<file path="src/rtl/bsg_round_robin_dispatch.sv">
// bsg_round_robin_dispatch: 2-entry buffered one-to-many dispatcher with rotating sink priority.
// Define BSG_RR_DISPATCH_STRICT_EN for strict rotation (head waits for sink ptr, no skipping).
module bsg_round_robin_dispatch #(
    parameter int width_p      = 2,
    parameter int data_width_p = 8,
    localparam int ptr_w_lp    = (width_p > 1) ? $clog2(width_p) : 1
) (
    input  logic                    clk_i,
    input  logic                    reset_n_i,
    input  logic                    v_i,
    input  logic [data_width_p-1:0] data_i,
    output logic                    ready_o,
    output logic [width_p-1:0]      v_o,
    output logic [data_width_p-1:0] data_o,
    input  logic [width_p-1:0]      ready_i,
    output logic [ptr_w_lp-1:0]     ptr_o
);
    logic [data_width_p-1:0] r_mem [2];
    logic                    r_rd, r_wr;
    logic [1:0]              r_cnt;
    logic [ptr_w_lp-1:0]     r_ptr, w_sel, w_ptr_nxt;
    logic                    w_any, w_enq, w_deq, w_nonempty;

    assign ready_o    = reset_n_i & (r_cnt != 2'd2);
    assign w_nonempty = reset_n_i & (r_cnt != 2'd0);
    assign w_enq      = v_i & ready_o;

`ifdef BSG_RR_DISPATCH_STRICT_EN
    assign w_sel = r_ptr;
    assign w_any = 1'b1;
`else
    // Scan from the far end so the last hit is the first ready sink at or after ptr.
    always_comb begin
        w_sel = r_ptr;
        w_any = 1'b0;
        for (int i = width_p - 1; i >= 0; i--) begin
            int k;
            k = int'(r_ptr) + i;
            k = (k >= width_p) ? k - width_p : k;
            if (ready_i[k]) begin
                w_sel = ptr_w_lp'(k);
                w_any = 1'b1;
            end
        end
    end
`endif

    assign v_o       = (w_nonempty & w_any) ? (width_p'(1) << w_sel) : '0;
    assign w_deq     = |(v_o & ready_i);
    assign w_ptr_nxt = (int'(w_sel) == width_p - 1) ? '0 : w_sel + 1'b1;
    assign data_o    = r_mem[r_rd];
    assign ptr_o     = r_ptr;

    always_ff @(posedge clk_i) begin
        if (!reset_n_i) begin
            r_rd  <= 1'b0;
            r_wr  <= 1'b0;
            r_cnt <= 2'd0;
            r_ptr <= '0;
        end else begin
            r_wr  <= w_enq ? ~r_wr : r_wr;
            r_rd  <= w_deq ? ~r_rd : r_rd;
            r_ptr <= w_deq ? w_ptr_nxt : r_ptr;
            r_cnt <= r_cnt + {1'b0, w_enq} - {1'b0, w_deq};
        end
    end

    always_ff @(posedge clk_i) begin
        if (w_enq) r_mem[r_wr] <= data_i;
    end

`ifndef SYNTHESIS
    a_onehot:   assert property (@(posedge clk_i) $onehot0(v_o));
    a_no_empty: assert property (@(posedge clk_i) disable iff (!reset_n_i) !(w_deq && r_cnt == 2'd0));
    a_v_known:  assert property (@(posedge clk_i) reset_n_i |-> !$isunknown(v_i));
`endif
endmodule
</file>
<file path="config.mk">
export PLATFORM = sky130hd
export DESIGN_NAME = bsg_round_robin_dispatch
export DESIGN_NICKNAME = d
export VERILOG_FILES = /design/src/rtl/bsg_round_robin_dispatch.sv
export SDC_FILE = /design/constraint.sdc
export NUM_CORES = 1
export LEC_CHECK = 0
export CAP_MARGIN = 20
export CORE_ASPECT_RATIO = 1.4
export CORE_MARGIN = 4
export CORE_UTILIZATION = 49
export CTS_CLUSTER_SIZE = 10
export DETAILED_ROUTE_END_ITERATION = 6
export PLACE_DENSITY_LB_ADDON = 0.15
export SLEW_MARGIN = 40
export SYNTH_ARGS = -nofsm -noshare
export SYNTH_HDL_FRONTEND = slang
export SYNTH_SLANG_ARGS = --single-unit
</file>
<file path="constraint.sdc">
create_clock -name clk_i -period 2.55 [get_ports clk_i]
set_input_delay 0.51 -clock clk_i [delete_from_list [all_inputs] [get_ports clk_i]]
set_output_delay 0.51 -clock clk_i [all_outputs]
set_load 0.05 [all_outputs]
</file>
==> results.sh, run 1 <==
export IMPL_core_area_sq_um=1760
export IMPL_grt_overflow=0
export IMPL_postCtsHoldBufs=0
export IMPL_areaGrowthSynthToFinish_pct=35.9
export IMPL_die_w_um=44.1
export IMPL_outcome="completed"
export IMPL_h_tree_depth=1
export IMPL_dr_pass1_iters=2
export IMPL_vdd_drop_max_v=0.000618
export IMPL_yosysSeqAreaShare=0.673
export IMPL_diodes=0
export IMPL_synth_mux_area_fraction=0.101
export IMPL_grt_pass1_vias=594
export IMPL_rows=18
export IMPL_ctsLongestPathBuffers=2
export IMPL_synth_avg_cell_area_sq_um=14.4
export IMPL_io_pins=25
export IMPL_initial_core_util=0.508
export IMPL_placed_area_sq_um=1190
export IMPL_netlist_top_cells_area="edfxtp_1 (54%), dfxtp_1 (13%), mux2_2 (10%)"
export IMPL_worstSetupPathType="flop to output port"
export IMPL_die_h_um=58.5
export IMPL_synth_top_area_frac=0.539
export IMPL_worstPathArrival_ns=1.90
export IMPL_synth_simple_area_share=0.102
export IMPL_vias=547
export IMPL_synth_compound_area_share=0.0519
export IMPL_ys_warn_count=0
export IMPL_cts_tree="built"
export IMPL_r2r_slack_ns=0.79
export IMPL_p_leak_uw=0.000445
export IMPL_synth_seq_cells=22
export IMPL_tns_ns=0
export IMPL_tightest_slew_ns=0.501
export IMPL_clk_latency_ns=0.28
export IMPL_num_fill_cells=151
export IMPL_port_buffers=24
export IMPL_numCtsBuffers=3
export IMPL_report_final_slew_viol_count=0
export IMPL_clkSlewWorstSetupHoldPaths_ns=0.10
export IMPL_period_share=0.946
export IMPL_mostFrequentLayoutCell="clkdlybuf4s50_1"
export IMPL_wirelength_mm=1.47
export IMPL_antenna_found_initial=0
export IMPL_finalHoldViolCount=0
export IMPL_post_cts_buffers=0
export IMPL_syn_area_sq_um=892
export IMPL_ant_nets=0
export IMPL_wl_per_cell_um=13.4
export IMPL_gp_congestion=0.666
export IMPL_synth_top_cell_by_area="edfxtp_1"
export IMPL_synth_xor_area_frac=0.0295
export IMPL_synth_top_family_by_area="simple AND/OR/NAND/NOR gates"
export IMPL_cts_resized=0
export IMPL_pwr_density_cell_nw_per_um2=1020
export IMPL_max_cap_viol_count=0
export IMPL_grt_max_degree=12
export IMPL_final_cell_mix="clkdlybuf4s50_1 (21), edfxtp_1 (16), mux2_2 (8), nor2_1 (7), dfxtp_1 (6)"
export IMPL_fmax_mhz=414
export IMPL_grt_pass1_wl_mm=2.59
export IMPL_hold_path_class="flop to flop"
export IMPL_dp_hpwl_mm=1.17
export IMPL_die_area_sq_um=2580
export IMPL_rsz0062_at_grt="false"
export IMPL_startpoint_type="flop"
export IMPL_cts_sinks=22
export IMPL_final_area_sq_um=1210
export IMPL_required_ns=2.04
export IMPL_drc=0
export IMPL_via_per_inst=5.02
export IMPL_synth_adder_area_share=0.0281
export IMPL_track_usage=0.136
export IMPL_cts_root_buf="clkbuf_4"
export IMPL_drive_gt1_frac=0.213
export IMPL_end_kind="output port"
export IMPL_fin_skew_ns=0.00357
export IMPL_synthCells=62
export IMPL_ys_types=19
export IMPL_crit_fanout=8
export IMPL_slew_headroom=0.665
export IMPL_synth_fp_nets=77
export IMPL_period_needed_ns=2.41
export IMPL_nets=106
export IMPL_setup_viol=0
export IMPL_drt_iter0_drc=2
## logic make-up after synthesis
group,count (synthesis)
AO/OA/AOI/OAI,6
XOR/XNOR,3
adder cells (fa/ha/maj),2
buffers and inverters,3
flip-flops,22
multiplexers,8
AND/OR/NAND/NOR,18
## area by class of cell
class                           instances  area, sq um  share of cell area
Clock buffer                            3         22.5              0.0186
Timing Repair Buffer                   25          278               0.229
Sequential cell                        22          601               0.495
Inverter                                2         7.51             0.00619
Tap cell                               20         25.0              0.0206
Multi-Input combinational cell         37          279               0.230
## path summary, 6_finish.rpt
check                           cells past startpoint         to      from
worst min-delay path                                1       r_wr      r_wr
worst min register to register                      1       r_wr      r_wr
worst max register to register                      8   r_cnt[1]  r_cnt[1]
worst max-delay path                                2  data_o[0]      flop
## per-layer routing
metal	vias up	global-route usage	wire (um)
met5	-	0	0
met4	0	0.0647	21
met1	255	0.137	527
met2	13	0.258	834
met3	2	0.0245	83
li1	277	-	-
## Yosys cell counts
cell type / number
a21oi_1: 1
and2_1: 4
and2_4: 1
and3_1: 1
buf_2: 1
dfxtp_1: 6
edfxtp_1: 16
ha_1: 2
inv_1: 2
mux2_2: 8
nand2_1: 3
nand2b_2: 1
nand3_1: 1
nor2_1: 7
o21ai_0: 2
o21bai_1: 1
o221a_2: 1
o22ai_2: 1
xnor2_1: 3
## worst max-delay path, stage by stage, from the launching register on
cell and delay (ns):
dfxtp_1 0.54, mux2_2 0.38, clkdlybuf4s50_1 0.70
## report_power, final
part	leakage, uW	total [uW]	internal (uW)	switching, uW
Sequential	0.000196	511	452	59.1
Combinational	0.000235	585	264	321
Clock	0.0000138	138	54.8	83.6
## per-stage QoR
stage | utilization | hold slack (ns) | worst slack (ns) | total power (uW) | cells
CTS | 0.690 | 0.494 | 0.0997 | 1250 | 109
floorplan | - | 0.451 | 0.569 | 918 | 62
global placement | 0.677 | 0.466 | 0.194 | 1100 | 106
detailed placement | 0.677 | 0.474 | 0.166 | 1110 | 106
global route | 0.690 | 0.519 | 0.0508 | 1310 | 109
finish | 0.690 | 0.493 | 0.137 | 1230 | 109
## flip-flops by register name (all words and copies together), names as in the netlist, named ones only
| register | cells |
|---|---|
| ptr_o | 1 |
| r_cnt | 2 |
| r_wr | 1 |
| r_rd | 1 |
| r_mem | 16 |
Note: power is estimated with default switching activity, not from simulation.
==> run 2, diff against run 1 <==
--- a/config.mk
+++ b/config.mk
@@ -6,12 +6,12 @@
 export NUM_CORES = 1
 export LEC_CHECK = 0
 export CAP_MARGIN = 20
-export CORE_ASPECT_RATIO = 1.4
 export CORE_MARGIN = 4
-export CORE_UTILIZATION = 49
+export CORE_UTILIZATION = 52
+export CTS_BUF_LIST = sky130_fd_sc_hd__clkbuf_4
 export CTS_CLUSTER_SIZE = 10
 export DETAILED_ROUTE_END_ITERATION = 6
-export PLACE_DENSITY_LB_ADDON = 0.15
+export PLACE_DENSITY = 0.95
 export SLEW_MARGIN = 40
 export SYNTH_ARGS = -nofsm -noshare
 export SYNTH_HDL_FRONTEND = slang
==> run 2 against run 1 <==
Flip-flop and latch count unchanged. Clock-buffer cell count unchanged. Setup slack got worse by 0.012 ns. Final area is 0.10% lower. Largest cell class unchanged. Largest power group unchanged.
==> results.sh, run 2 (synthesized netlist as in run 1, its figures left out) <==
export IMPL_max_cap_viol_count=0
export IMPL_die_w_um=49.4
export IMPL_final_core_util=0.777
export IMPL_drive_gt1_frac=0.211
export IMPL_post_cts_buffers=0
export IMPL_cts_tree="built"
export IMPL_crit_fanout=8
export IMPL_num_fill_cells=96
export IMPL_largest_reg_flops=16
export IMPL_cts_resized=0
export IMPL_clk_latency_ns=0.29
export IMPL_report_final_slew_viol_count=0
export IMPL_track_usage=0.151
export IMPL_finalHoldViolCount=0
export IMPL_mostFrequentLayoutCell="clkdlybuf4s50_1"
export IMPL_dr_pass1_iters=4
export IMPL_cts_root_buf="clkbuf_4"
export IMPL_p_leak_uw=0.000447
export IMPL_pre_cts_slack_ns=0.112
export IMPL_crit_chain="mux2_2, clkdlybuf4s50_1"
export IMPL_setup_ws_ns=0.126
export IMPL_numCtsBuffers=3
export IMPL_h_tree_depth=1
export IMPL_rsz0062_at_grt="false"
export IMPL_worstSetupPathType="flop to output port"
export IMPL_critical_path_max_stage_delay_ns=0.70
export IMPL_multi_input_area_sq_um=279
export IMPL_wl_per_cell_um=15.5
export IMPL_period_needed_ns=2.42
export IMPL_required_ns=2.04
export IMPL_ctsLongestPathBuffers=2
export IMPL_nets=106
export IMPL_grt_max_degree=13
export IMPL_io_pins=25
export IMPL_startpoint_type="flop"
export IMPL_vdd_drop_max_v=0.000563
export IMPL_fin_skew_ns=0.00127
export IMPL_dp_hpwl_mm=1.26
export IMPL_drc=0
export IMPL_vias=584
export IMPL_finalNonFillerCells=106
export IMPL_drt_iter0_drc=11
export IMPL_regArea_sq_um=601
export IMPL_reg_largest_list="r_mem x16, r_cnt x2"
export IMPL_grt_overflow=0
export IMPL_outcome="completed"
export IMPL_hold_ws_ns=0.491
export IMPL_cts_sinks=22
export IMPL_antenna_found_initial=0
export IMPL_ant_nets=0
export IMPL_final_cell_mix="clkdlybuf4s50_1 (21), edfxtp_1 (16), mux2_2 (8), nor2_1 (7), dfxtp_1 (6)"
export IMPL_die_area_sq_um=2440
export IMPL_clkSlewWorstSetupHoldPaths_ns=0.11
export IMPL_port_buffers=24
export IMPL_setup_viol=0
export IMPL_tns_ns=0
export IMPL_critPathSlowestCell="clkdlybuf4s50_1"
export IMPL_cp_num_buf_inv=1
export IMPL_initial_core_util=0.572
export IMPL_placed_cells=102
export IMPL_die_h_um=49.4
export IMPL_postCtsHoldBufs=0
export IMPL_cp_top_family="buffers and inverters"
export IMPL_core_area_sq_um=1560
export IMPL_grt_pass1_wl_mm=2.72
export IMPL_end_kind="output port"
export IMPL_pwr_density_cell_nw_per_um2=1040
export IMPL_fmax_mhz=412
export IMPL_diodes=0
export IMPL_period_share=0.951
export IMPL_worstPathArrival_ns=1.91
export IMPL_largest_register="r_mem"
export IMPL_tightest_slew_ns=0.496
export IMPL_grt_pass1_vias=601
export IMPL_gp_congestion=0.699
export IMPL_rows=14
export IMPL_via_per_inst=5.51
export IMPL_areaGrowthSynthToFinish_pct=35.8
export IMPL_hold_path_class="flop to flop"
export IMPL_wirelength_mm=1.64
export IMPL_slew_headroom=0.668
==> run 2: cell count changes in the layout (fill, tap and decap cells not counted) <==
cell and delta:
clkinv_1 +1
==> run 2: worst register-to-register path, delay by kind of cell (launching register included) <==
kind                       cells  cell delay, ns
adders and majority gates      2            0.47
DFF                            1            0.40
AOI/OAI and AO/OA              1            0.31
xor gates and xnor gates       2            0.28
and+or+nand+nor                2            0.26
buffers and inverters          1            0.04
==> run 2: final cells by class <==
type                    count  area share
flip-flops and latches     22       0.496
multi-input cells          37       0.230
repair buffers             25       0.229
clock buffers               3      0.0186
well taps                  16      0.0165
inverters                   2     0.00620
clock inverters             1     0.00310
==> run 2: power by group <==
part           total [uW]  internal (uW)  switching (uW)
Combinational         592            265             327
Clock                 149           57.0            92.3
Sequential            520            452            68.1
==> run 2: layer usage <==
metal  wire [um]  share of wire  GRT usage
met4          32          0.020     0.0829
met2         839           0.51      0.270
met1         640           0.39      0.148
met5           0              0          0
met3         129          0.079     0.0581
==> run 2: metrics by stage <==
stage,power [uW],instance area [sq um]
finish,1260,1210
floorplan,918,892
global route,1330,1210
CTS,1270,1210
global placement,1100,1180
detailed placement,1120,1180
==> run 2: path summary, 6_finish.rpt <==
path / start / to / slack, ns / cells after the start
max: flop / data_o[4] / 0.13 / 2
max reg2reg: r_cnt[1] / r_cnt[1] / 0.70 / 8
min: r_wr / r_wr / 0.49 / 1
min reg2reg: r_wr / r_wr / 0.49 / 1
